$ cat src/rtl/md_ctrl.sv
// md_ctrl: HI/LO register file and sequencer for MIPS mult/div/move instructions.
// Multiplies and HI/LO moves finish in the issuing cycle. Divides go through an
// external AXI-stream divider IP.
// Optional build macro MD_DIV_ZERO_FAST_EN: when defined, a divide by zero
// finishes locally and the IP is not used.
module md_ctrl #(
    parameter logic [31:0] HILO_RST = 32'h0000_0000
) (
    input  logic        clk,
    input  logic        reset,
    input  logic        md_valid,
    input  logic [7:0]  md_inst,
    input  logic [31:0] md_src1,
    input  logic [31:0] md_src2,
    input  logic        md_cancel,
    output logic        md_done,
    output logic [31:0] md_rdata,
    output logic        div_valid,
    output logic        div_signed,
    output logic [31:0] div_dividend,
    output logic [31:0] div_divisor,
    input  logic        div_tready,
    input  logic        div_dout_valid,
    input  logic [63:0] div_dout
);

    localparam int unsigned W = 32;

    typedef enum logic [1:0] {
        S_IDLE  = 2'd0,
        S_WAIT  = 2'd1,
        S_DRAIN = 2'd2
    } state_e;

    state_e       state_q, state_d;
    logic [W-1:0] hi_q, hi_d;
    logic [W-1:0] lo_q, lo_d;

    logic op_mult, op_multu, op_div, op_divu, op_mfhi, op_mflo, op_mthi, op_mtlo;
    logic op_div_any;

    assign op_mult    = md_inst[7];
    assign op_multu   = md_inst[6];
    assign op_div     = md_inst[5];
    assign op_divu    = md_inst[4];
    assign op_mfhi    = md_inst[3];
    assign op_mflo    = md_inst[2];
    assign op_mthi    = md_inst[1];
    assign op_mtlo    = md_inst[0];
    assign op_div_any = op_div | op_divu;

    // Operands go straight to the divider. They are stable while the op is held.
    assign div_signed   = op_div;
    assign div_dividend = md_src1;
    assign div_divisor  = md_src2;

    // Multiplier operands are extended to 64 bits (sign for mult, zero for multu).
    // The low 64 bits of the product are then the correct result in both cases.
    logic [2*W-1:0] mul_a, mul_b, mul_p;

    assign mul_a = {{W{md_src1[W-1] & op_mult}}, md_src1};
    assign mul_b = {{W{md_src2[W-1] & op_mult}}, md_src2};
    assign mul_p = mul_a * mul_b;

    // Next-state, HI/LO update and handshake outputs.
    always_comb begin
        state_d   = state_q;
        hi_d      = hi_q;
        lo_d      = lo_q;
        md_done   = 1'b0;
        div_valid = 1'b0;
        md_rdata  = '0;

        unique case (state_q)
            S_IDLE: begin
                // Operands are never offered under cancel, so no orphan divide starts here.
                if (md_valid && !md_cancel) begin
                    if (op_mult || op_multu) begin
                        md_done      = 1'b1;
                        {hi_d, lo_d} = mul_p;
                    end else if (op_mthi) begin
                        md_done = 1'b1;
                        hi_d    = md_src1;
                    end else if (op_mtlo) begin
                        md_done = 1'b1;
                        lo_d    = md_src1;
                    end else if (op_mfhi) begin
                        md_done  = 1'b1;
                        md_rdata = hi_q;
                    end else if (op_mflo) begin
                        md_done  = 1'b1;
                        md_rdata = lo_q;
                    end else if (op_div_any) begin
`ifdef MD_DIV_ZERO_FAST_EN
                        if (md_src2 == '0) begin
                            md_done = 1'b1;
                            hi_d    = md_src1;
                            lo_d    = '1;
                        end else begin
                            div_valid = 1'b1;
                            if (div_tready) state_d = S_WAIT;
                        end
`else
                        div_valid = 1'b1;
                        if (div_tready) state_d = S_WAIT;
`endif
                    end
                end
            end
            S_WAIT: begin
                if (md_cancel) begin
                    state_d = div_dout_valid ? S_IDLE : S_DRAIN;
                end else if (div_dout_valid) begin
                    state_d = S_IDLE;
                    if (md_valid) begin
                        md_done = 1'b1;
                        lo_d    = div_dout[63:32];
                        hi_d    = div_dout[31:0];
                    end
                end
            end
            S_DRAIN: begin
                // The result of the killed divide is discarded.
                if (div_dout_valid) state_d = S_IDLE;
            end
            default: state_d = S_IDLE;
        endcase

        // All outputs stay quiet while reset is held.
        if (reset) begin
            md_done   = 1'b0;
            div_valid = 1'b0;
            md_rdata  = '0;
        end
    end

    // State and HI/LO registers with synchronous reset.
    always_ff @(posedge clk) begin
        if (reset) begin
            state_q <= S_IDLE;
            hi_q    <= HILO_RST;
            lo_q    <= HILO_RST;
        end else begin
            state_q <= state_d;
            hi_q    <= hi_d;
            lo_q    <= lo_d;
        end
    end

endmodule

$ cat config.mk
export PLATFORM = sky130hd
export DESIGN_NAME = md_ctrl
export DESIGN_NICKNAME = d
export VERILOG_FILES = /design/src/rtl/md_ctrl.sv
export SDC_FILE = /design/constraint.sdc
export NUM_CORES = 2
export LEC_CHECK = 0
export BUFFER_PORTS_ARGS = -buffer_cell sky130_fd_sc_hd__buf_4
export CORE_ASPECT_RATIO = 0.75
export CORE_MARGIN = 2
export CORE_UTILIZATION = 65
export DETAILED_ROUTE_END_ITERATION = 12
export MAX_ROUTING_LAYER = met4
export PLACE_DENSITY_LB_ADDON = 0.15
export SLEW_MARGIN = 10
export SYNTH_ARGS = -nofsm -noshare
export SYNTH_HDL_FRONTEND = slang
export SYNTH_SLANG_ARGS = --single-unit
$ cat constraint.sdc
create_clock -name clk -period 18.25 [get_ports clk]
set_input_delay 3.65 -clock clk [delete_from_list [all_inputs] [get_ports clk]]
set_output_delay 3.65 -clock clk [all_outputs]
set_load 0.01 [all_outputs]
==> impl_metrics.env <==
export IMPL_ys_seq_area_frac=0.0313
export IMPL_cts_resized_gates=0
export IMPL_fin_ws_ns=5.47
export IMPL_num_nets_final=6196
export IMPL_ys_dominant_reg_cell="dfxtp_1"
export IMPL_outcome="complete, no violations"
export IMPL_die_h_um=225
export IMPL_vias=32800
export IMPL_post_drt_via_cell_ratio=5.87
export IMPL_finalSetupViolCount=0
export IMPL_end_kind="register"
export IMPL_clock_path_buffers=2
export IMPL_grt_pass1_vias=34600
export IMPL_ys_types=66
export IMPL_syn_area_um2=42200
export IMPL_ant_nets=0
export IMPL_place_gp_congestion=1.01
export IMPL_final_setup_tns_ns=0
export IMPL_max_slew_margin=0.346
export IMPL_syn_inst=4791
export IMPL_period_minus_slack_ns=12.78
export IMPL_hold_buffers=0
export IMPL_area_delta_synth_final_pct=4.22
export IMPL_grt_ovfl_total=0
export IMPL_firstDrtPassIters=6
export IMPL_crit_type="input port to register"
export IMPL_antenna_found_initial=4
export IMPL_routed_wl_um=130000
export IMPL_cp_max_fo=53
export IMPL_track_usage=0.417
export IMPL_synth_top_area_cell="fa_1"
export IMPL_slew_violations=0
export IMPL_synthArstFlopShare=0
export IMPL_ioPinCount=241
export IMPL_clkTransAtPathRegs_ns=0.06
export IMPL_syn_nets=6270
export IMPL_drt_initial_drc_count=3357
export IMPL_maxCapViolCount=0
export IMPL_hold_viol_final=0
export IMPL_fmax_mhz=78.3
export IMPL_synthTopCellsByArea="fa_1 (53%), inv_1 (10%), nand2_1 (7.3%), ha_1 (6.3%), and2_1 (5.2%)"
export IMPL_grt_pass1_wl_um=204000
export IMPL_port_buffers=240
export IMPL_place_worst_setup_slack_ns=5.30
export IMPL_cts_sinks=66
export IMPL_ys_ff_latch=66
export IMPL_drive_gt1_frac=0.0635
export IMPL_final_period_utilization=0.700
export IMPL_dp_hpwl_um=99600
export IMPL_syn_avg_cell_area_um2=8.81
export IMPL_rrSetupSlack_ns=15.46
export IMPL_htreeDepth=3
export IMPL_grt_max_degree=85
export IMPL_die_x_um=298
export IMPL_worst_skew_pair_late_latency_ns=0.33
export IMPL_cp_arrival_ns=13.01
export IMPL_fp_row_count=80
export IMPL_coreArea_um2=64000
export IMPL_start_util=0.660
export IMPL_synth_top_cell_area_share=0.534
export IMPL_rsz0062_at_grt="no"
export IMPL_wl_per_cell_um=23.3
export IMPL_post_cts_buffers=0
export IMPL_cts_made_buffers=9
export IMPL_synth_edf_count=0
export IMPL_start_kind="input port"
export IMPL_fin_skew_ns=0.00517
export IMPL_min_path_type="register to register"
export IMPL_die_area_um2=67000
export IMPL_required_ns=18.48
export IMPL_post_route_util=0.688
export IMPL_yosys_warnings=0
export IMPL_cts_tree="built"
export IMPL_drc=0
export IMPL_tightest_slew_ns=0.977
export IMPL_clockRootBuffer="clkbuf_16"
==> flip-flops by register name, indices dropped and copies added, names as in the netlist <==
register	count
lo_q	32
hi_q	32
state_q	2
==> per-stage QoR <==
step	instance area [um2]	instances	hold WS, ns
final	44000	5585	0.451
after CTS	44000	5583	0.450
after global routing	44000	5584	0.466
after detailed placement	43700	5567	0.443
after floorplan	42200	4791	0.420
after global placement	43700	5567	0.439
==> path summary, 6_finish.rpt <==
check,start,to,depth (start not counted)
max,md_src1[31],hi_q[29]$_SDFFE_PP0P_,28
max reg2reg,state_q[0]$_SDFFE_PP0P_,hi_q[30]$_SDFFE_PP0P_,9
min reg2reg,lo_q[13]$_SDFFE_PP0P_,lo_q[13]$_SDFFE_PP0P_,2
min,lo_q[13]$_SDFFE_PP0P_,lo_q[13]$_SDFFE_PP0P_,2
==> cell usage after synthesis (9+ instances only) <==
library cell,number
inv_1,1129
fa_1,1125
nand2_1,822
and2_1,350
clkbuf_1,263
ha_1,212
nor2_1,139
a21oi_1,122
dfxtp_1,66
buf_4,65
o21ai_0,56
xnor2_1,42
o211ai_1,37
mux2i_1,36
nor3_1,30
xor2_1,30
a21o_1,29
and3_1,19
a211oi_1,17
nand4_1,16
nand3_1,15
o21ai_1,15
nor4_1,12
or2_2,10
o31ai_1,9
==> critical path, cell delays in order <==
cell       delay (ns)
buf_4            0.44
and2_1           0.55
nand2_1          0.23
inv_1            0.14
fa_1             0.39
inv_1            0.21
fa_1             0.49
inv_1            0.20
fa_1             0.49
fa_1             0.85
inv_1            0.39
fa_1             0.58
inv_1            0.06
fa_1             0.53
inv_1            0.05
fa_1             0.46
fa_1             0.49
inv_1            0.04
ha_1             0.35
a2111oi_0        0.59
nor2_1           0.11
a221o_1          0.35
a31o_1           0.21
a2111oi_2        0.36
o31ai_1          0.14
a21oi_1          0.19
xor2_1           0.11
o41ai_2          0.30
==> logic make-up (layout without fill, tap and decap cells) <==
logic type	count (synthesis)	count (layout)	synth area share
AO/OA/AOI/OAI	363	363	0.0555
other	0	2	0
XOR/XNOR	72	72	0.0149
buffers and inverters	1473	1404	0.137
multiplexers	36	36	0.00854
flip-flops	66	66	0.0313
AND/OR/NAND/NOR	1444	1444	0.156
adder cells (fa/ha/maj)	1337	1337	0.596
==> placed cells by master, fill, tap and decap left out, types with 14 or more instances in the layout <==
cell type	n
nor3_1	30
nand3_1	15
buf_4	259
nand2_1	822
dfxtp_1	66
and3_1	19
mux2i_1	36
ha_1	212
inv_1	1129
xor2_1	30
xnor2_1	42
o21ai_1	14
and2_1	350
a21o_1	29
a211oi_1	17
fa_1	1125
o211ai_1	37
a21oi_1	122
o21ai_0	56
nor2_1	137
nand4_1	16
==> area by class of cell <==
cell class	count	area (um2)
antenna	2	5.00
clock buffer	11	253
timing repair buffer	259	1940
clock inverter	5	28.8
sequential	66	1320
inverter	1129	4240
multi-input combinational	3252	35100
fill	5271	20000
tap	861	1080
==> per-layer routing <==
layer  GRT usage  part of all wire  up-vias
met2       0.573              0.41     2219
met5           -                 0        -
met3       0.147              0.16      258
met4       0.103             0.030        0
li1            -                 -    13700
met1       0.593              0.40    16600
Power is not shown: default switching activity piles up to over one toggle a cycle in this logic, so the estimate is an artifact.
